<file path="config.mk">
export PLATFORM = sky130hd
export DESIGN_NAME = led_pattern_seq
export DESIGN_NICKNAME = d
export VERILOG_FILES = /design/src/rtl/led_pattern_seq.sv
export SDC_FILE = /design/constraint.sdc
export NUM_CORES = 1
export LEC_CHECK = 0
export CAP_MARGIN = 20
export CORE_UTILIZATION = 47
export CTS_CLUSTER_SIZE = 10
export DETAILED_ROUTE_END_ITERATION = 7
export PLACE_DENSITY_LB_ADDON = 0.2
export SKIP_CTS_REPAIR_TIMING = 1
export SYNTH_ARGS = -nofsm -noshare
export SYNTH_HDL_FRONTEND = slang
export SYNTH_SLANG_ARGS = --single-unit
</file>
<file path="constraint.sdc">
create_clock -name clk -period 2.1 [get_ports clk]
set_clock_uncertainty 0.15 [all_clocks]
set_input_delay 0.42 -clock clk [delete_from_list [all_inputs] [get_ports clk]]
set_output_delay 0.42 -clock clk [all_outputs]
set_load 0.03 [all_outputs]
</file>
<file path="src/rtl/led_pattern_seq.sv">
// led_pattern_seq: plays a loaded bit pattern on the LED one bit per tick, with repeats and a dark gap, else passes base_led through.
module led_pattern_seq #(
    parameter int PLEN      = 8,
    parameter int RBITS     = 4,
    parameter int GAP_TICKS = 2
) (
    input  logic             clk,
    input  logic             rst,
    input  logic             tick,
    input  logic             base_led,
    input  logic             pat_valid,
    input  logic [PLEN-1:0]  pat_data,
    input  logic [RBITS-1:0] pat_reps,
    output logic             pat_ready,
    input  logic             abort,
    output logic             led_out,
    output logic             busy,
    output logic             done
);
    localparam int BW = $clog2(PLEN);
    localparam int GW = GAP_TICKS > 0 ? $clog2(GAP_TICKS + 1) : 1;
    typedef enum logic [1:0] {IDLE, RUN, GAP} state_t;
    state_t            state_q, state_d;
    logic [PLEN-1:0]   shreg_q, shreg_d;
    logic [RBITS-1:0]  reps_q, reps_d, rep_cnt_q, rep_cnt_d;
    logic [BW-1:0]     bit_idx_q, bit_idx_d;
    logic [GW-1:0]     gap_cnt_q, gap_cnt_d;
    logic              led_q, led_d, done_q, done_d;
    assign pat_ready = state_q == IDLE;
    assign busy      = state_q != IDLE;
    assign led_out   = led_q;
    assign done      = done_q;
    always_comb begin
        state_d   = state_q;
        shreg_d   = shreg_q;
        reps_d    = reps_q;
        rep_cnt_d = rep_cnt_q;
        bit_idx_d = bit_idx_q;
        gap_cnt_d = gap_cnt_q;
        led_d     = 1'b0;
        done_d    = 1'b0;
        if (abort) begin
            state_d = IDLE;
        end else begin
            case (state_q)
                IDLE: begin
                    led_d = base_led;
                    if (pat_valid) begin
                        shreg_d   = pat_data;
                        reps_d    = pat_reps;
                        bit_idx_d = '0;
                        rep_cnt_d = '0;
                        state_d   = RUN;
                    end
                end
                RUN: begin
                    led_d = shreg_q[bit_idx_q];
                    if (tick) begin
                        if (bit_idx_q == BW'(PLEN - 1)) begin
                            bit_idx_d = '0;
                            if (rep_cnt_q < reps_q) begin
                                rep_cnt_d = rep_cnt_q + 1'b1;
                            end else if (GAP_TICKS == 0) begin
                                state_d = IDLE;
                                done_d  = 1'b1;
                            end else begin
                                state_d   = GAP;
                                gap_cnt_d = '0;
                            end
                        end else begin
                            bit_idx_d = bit_idx_q + 1'b1;
                        end
                    end
                end
                GAP: begin
                    if (tick) begin
                        gap_cnt_d = gap_cnt_q + 1'b1;
                        if (gap_cnt_q == GW'(GAP_TICKS - 1)) begin
                            state_d = IDLE;
                            done_d  = 1'b1;
                        end
                    end
                end
                default: state_d = IDLE;
            endcase
        end
    end
    always_ff @(posedge clk or posedge rst) begin
        if (rst) begin
            state_q   <= IDLE;
            shreg_q   <= '0;
            reps_q    <= '0;
            rep_cnt_q <= '0;
            bit_idx_q <= '0;
            gap_cnt_q <= '0;
            led_q     <= 1'b0;
            done_q    <= 1'b0;
        end else begin
            state_q   <= state_d;
            shreg_q   <= shreg_d;
            reps_q    <= reps_d;
            rep_cnt_q <= rep_cnt_d;
            bit_idx_q <= bit_idx_d;
            gap_cnt_q <= gap_cnt_d;
            led_q     <= led_d;
            done_q    <= done_d;
        end
    end
endmodule
</file>
### Word-level counts from Yosys, hierarchy flattened

Cells that the tools add are included.

| operators by class | value |
|---|---|
| add/sub/neg operators | 3 |
| $lt $le $gt $ge | 2 |
| multiplexer cells | 30 |
| multipliers | 0 |
| bitwise operators | 1 |
| reduce and logical (&&, ||, !) cells | 9 |
| shift operators | 0 |
| divide/modulo/power cells | 0 |
| equality and inequality tests | 16 |

Operators with widths:

| cell | count |
|---|---|
| $mux 2 | 11 |
| $reduce_and 6->1 | 3 |
| $mux 4 | 4 |
| $ne 3x3->1 const B | 5 |
| $ne 2x2->1 const B | 6 |
| $mux 3 | 3 |
| $pmux 4 s2 | 1 |
| $mux 1 | 6 |
| $pmux 2 s3 | 1 |
| $pmux 3 s2 | 1 |
| $reduce_bool 2->1 | 3 |
| $add 4x1->4 const B | 1 |
| $eq 2x1->1 const B | 2 |
| $lt 3x4->1 const B | 1 |
| $lt 4x4->1 | 1 |
| $pmux 2 s2 | 1 |
| $reduce_and 4->1 | 1 |
| $add 3x1->3 const B | 1 |
| $bmux 1 s3 | 1 |
| $eq 3x3->1 const B | 1 |
| $ne 3x2->1 const B | 1 |
| $reduce_and 3->1 | 1 |
| $add 2x1->2 const B | 1 |
| $eq 2x2->1 const B | 1 |
| other kinds (3) | 3 |

| storage, ports and cells | value |
|---|---|
| word-level logic and storage cells | 69 |
| memory bits (writable) | 0 |
| memories kept | 0 |
| register bits after elaboration | 25 |
| latch bits | 0 |
| output and inout bits | 4 |
| ROM bits | 0 |

### Depth between registers and ports, before layout

Gate-level depths: netlist (run 1).

| logic depth | value |
|---|---|
| depth after elaboration | 6 |
| gate-level depth with buffers | 7 |
| depth with buffers taken out | 7 |

### Worst setup path before layout (run 1)

OpenSTA, ideal clock, no wires.

| timing path | value |
|---|---|
| path kind | register -> register |
| from | register rep_cnt_q[1] |
| to | register rep_cnt_q[0] |
| stages on the path, launching flop included | 7 |
| buffers on the path | 0 |
| setup slack | 0.096 ns |
| arrival | 1.733 ns |
| path through | dfrtp_1 > ha_1 > o21ai_0 > o21bai_1 > a21oi_1 > mux2_2 > a22o_1 |

| between the ends | value |
|---|---|
| longest elaborated chain between the ends | 3 |

RTL lines:

| element | line | source |
|---|---|---|
| start, declared | 25 | `logic [RBITS-1:0] reps_q, reps_d, rep_cnt_q, rep_cnt_d;` |
| start signal, assigned | 102 | `rep_cnt_q <= rep_cnt_d;` |
| $lt 4x4->1 | 61 | `if (rep_cnt_q < reps_q) begin` |
| $ne 2x2->1 (no line) | n/a |  |
| $reduce_and 6->1 (no line) | n/a |  |

No other way between the ends.
A chain may end at the register's enable or synchronous reset.

### Worst setup path in the final report (run 1)

| timing path | value |
|---|---|
| from | register bit_idx_q[0] |
| to | register rep_cnt_q[3] |

| between the ends | value |
|---|---|
| longest elaborated chain between the ends | 3 |

RTL lines:

| element | line | source |
|---|---|---|
| start, declared | 26 | `logic [BW-1:0] bit_idx_q, bit_idx_d;` |
| start signal, assigned | 103 | `bit_idx_q <= bit_idx_d;` |
| $eq 3x3->1 | 59 | `if (bit_idx_q == BW'(PLEN - 1)) begin` |
| $ne 2x2->1 (no line) | n/a |  |
| $reduce_and 6->1 (no line) | n/a |  |

No other way between the ends.

==> results_dict.tcl, run 1 <==
set metrics [dict create \
    antennaDiodeCount 0 \
    dpl.cell_count 175 \
    synth_xor_xnor_area_share 0 \
    wl_um 2560 \
    die_w_um 55.3 \
    fmax_mhz 512 \
    grt_max_degree 26 \
    die_h_um 55.3 \
    synth_cell_type_count 35 \
    p_comb_frac 0.286 \
    mostFrequentLayoutCell "dfrtp_1" \
    final_cell_mix "25 x dfrtp_1, 19 x clkdlybuf4s50_1, 12 x mux2_2" \
    worstPathRequired_ns 2.18 \
    slew_headroom 0.722 \
    grt_pass1_wl_um 4550 \
    finalCoreUtilization 0.657 \
    clkPwrFrac 0.196 \
    fin_cells 180 \
    overflow 0 \
    cts_num_sinks 25 \
    syn-instance-count 118 \
    core_sq_um 2570 \
    critPathKind "flip-flop to flip-flop" \
    ant_nets 0 \
    min_period_over_period 0.931 \
    hpwlAfterDp_um 1910 \
    drcViolationCount 0 \
    power.density_nw_per_um2 675 \
    gp_congestion 0.757 \
    p_leak_nw 0.799 \
    syn_nets 143 \
    numCtsBuffers 3 \
    nets 176 \
    cp-end-kind "flip-flop" \
    seq_area_frac_synth 0.469 \
    synth-seq-cells 25 \
    p_seq_frac 0.519 \
    vias 990 \
    first_iter_violations 26 \
    p_int_w 0.000812 \
    cts-root-buf "clkbuf_4" \
    arrival_ns 2.03 \
    cp-start-kind "flip-flop" \
    synthAdderAreaFrac 0.0657 \
    path_clk_slew_ns 0.14 \
    hold_class "input port to async pin" \
    cts_max_level 1 \
    crit_path_max_fanout 4 \
    start_util 0.519 \
    clock_latency_ns 0.33 \
    switching_share 0.287 \
    yosys_warnings 0 \
    yosys.area_share.simple 0.128 \
    cts_tree "yes" \
    cap_violations 0 \
    grt_pass1_vias 1053 \
    portBuffers 21 \
    holdWs_ns 0.262 \
    rsz0062_at_grt "no" \
    first_pass_iters 4 \
    ff2ff_path_depth 7 \
    via_per_inst 5.50 \
    status "finished, final reports clean" \
    rows 18 \
    num_io_pins 22 \
    tightest_slew_ns 0.406 \
    hold_violations 0 \
    grt_use_total 0.192 \
    timing.final.crit_period_ns 1.95 \
    synth_mux_area_frac 0.150 \
    synth_top_family_by_area "multiplexers" \
    finalSetupViolCount 0 \
    grt_antenna_before_repair 0 \
    area_growth_pct 26.5 \
    ir_drop_uv 460 \
    synth.avg_cell_area_sq_um 11.3 \
    drive_above_1_share 0.227 \
    clock_path_buffers 2 \
    synth_compound_area_frac 0.134 \
    routedWlPerCell_um 14.2 \
    dieArea_sq_um 3050 \
    p_switching_w 0.000327 \
    syn_area_sq_um 1330 \
    drv_slew 0 \
]
[cells in the mapped netlist, drive strengths merged]
cell / instances / area, sq um
a2111oi: 1 / 8.76
a211o: 1 / 8.76
a211oi: 2 / 20.0
a21boi: 1 / 7.51
a21o: 2 / 15.0
a21oi: 1 / 5.00
a221oi: 1 / 8.76
a22o: 2 / 17.5
a41o: 1 / 10.0
and2: 2 / 12.5
and3: 1 / 6.26
buf: 3 / 33.8
clkbuf: 1 / 3.75
dfrtp: 25 / 626
ha: 7 / 87.6
inv: 9 / 33.8
mux2: 12 / 135
mux2i: 2 / 20.0
mux4: 2 / 45.0
nand2: 8 / 30.0
nand2b: 3 / 18.8
nand3: 4 / 20.0
nor2: 8 / 30.0
nor2b: 1 / 6.26
nor3: 2 / 10.0
nor3b: 3 / 27.5
o21ai: 6 / 30.0
o21bai: 1 / 7.51
o22ai: 1 / 6.26
o311ai: 3 / 26.3
o31ai: 1 / 7.51
or2: 1 / 8.76
[cells by family after synthesis]
group / Yosys count
buffers and inverters: 13
adders and majority gates: 7
DFF: 25
and+or+nand+nor: 33
AOI/OAI and AO/OA: 24
muxes: 16
[through the flow]
step / TNS (ns) / total power [W] / setup WS [ns] / instance area, sq um
global route: 0 / 0.00120 / 0.0108 / 1690
finish: 0 / 0.00114 / 0.146 / 1690
floorplan: 0 / 0.000790 / 0.0955 / 1330
detailed placement: -0.0164 / 0.000920 / -0.0164 / 1630
global placement: 0 / 0.000902 / 0.0216 / 1630
CTS: -0.300 / 0.00114 / -0.207 / 1660
[worst max-delay path, cell delays in order (launching register included)]
cell	delay [ns]
dfrtp_1	0.41
ha_1	0.20
ha_1	0.23
nor3b_1	0.15
o21ai_0	0.09
o311ai_2	0.16
nand3_1	0.13
mux2_2	0.34
[metal layers]
metal / up-vias / track usage / part of all wire
met4: 0 / 0.0964 / 0.020
met5: - / 0 / 0
met1: 477 / 0.238 / 0.45
met3: 6 / 0.0258 / 0.026
met2: 18 / 0.325 / 0.51
li1: 489 / - / -
[power groups by stage]
stage	clock network, W	registers (W)	logic [W]
2_1_floorplan	0	0.000599	0.000190
3_3_place_gp	0	0.000596	0.000306
3_5_place_dp	0	0.000600	0.000320
4_1_cts	0.000230	0.000590	0.000321
5_1_grt	0.000244	0.000598	0.000360
6_report	0.000223	0.000591	0.000325
[worst paths after layout]
| kind | startpoint | to | slack, ns |
|---|---|---|---|
| max | bit_idx_q[0] | rep_cnt_q[3] | 0.15 |
| min | rst | done | 0.26 |
| max reg2reg | bit_idx_q[0] | rep_cnt_q[3] | 0.15 |
| min reg2reg | shreg_q[2] | shreg_q[2] | 0.37 |
| max in group asynchronous | rst | shreg_q[7] | 1.30 |
| min in group clk | shreg_q[2] | shreg_q[2] | 0.37 |
[state kept, by name (all words and copies together), names as in the netlist]
| signal | cells |
|---|---|
| reps_q | 4 |
| done | 1 |
| state_q | 2 |
| rep_cnt_q | 4 |
| shreg_q | 8 |
| bit_idx_q | 3 |
| led_out | 1 |
| gap_cnt_q | 2 |
[cell type report]
type / instances / area, sq um
Clock buffer: 4 / 26.3
Multi-Input combinational cell: 80 / 653
Inverter: 9 / 33.8
Fill cell: 214 / 881
Sequential cell: 25 / 626
Timing Repair Buffer: 32 / 310
Tap cell: 30 / 37.5
No activity file was read; power rests on OpenSTA's default activity.
==> run 2: changes to the inputs <==
Settings changed: CTS_CLUSTER_SIZE 10 to 24.
==> results of run 2 <==
The final DEF is identical to that of run 1; final timing and power are the same.
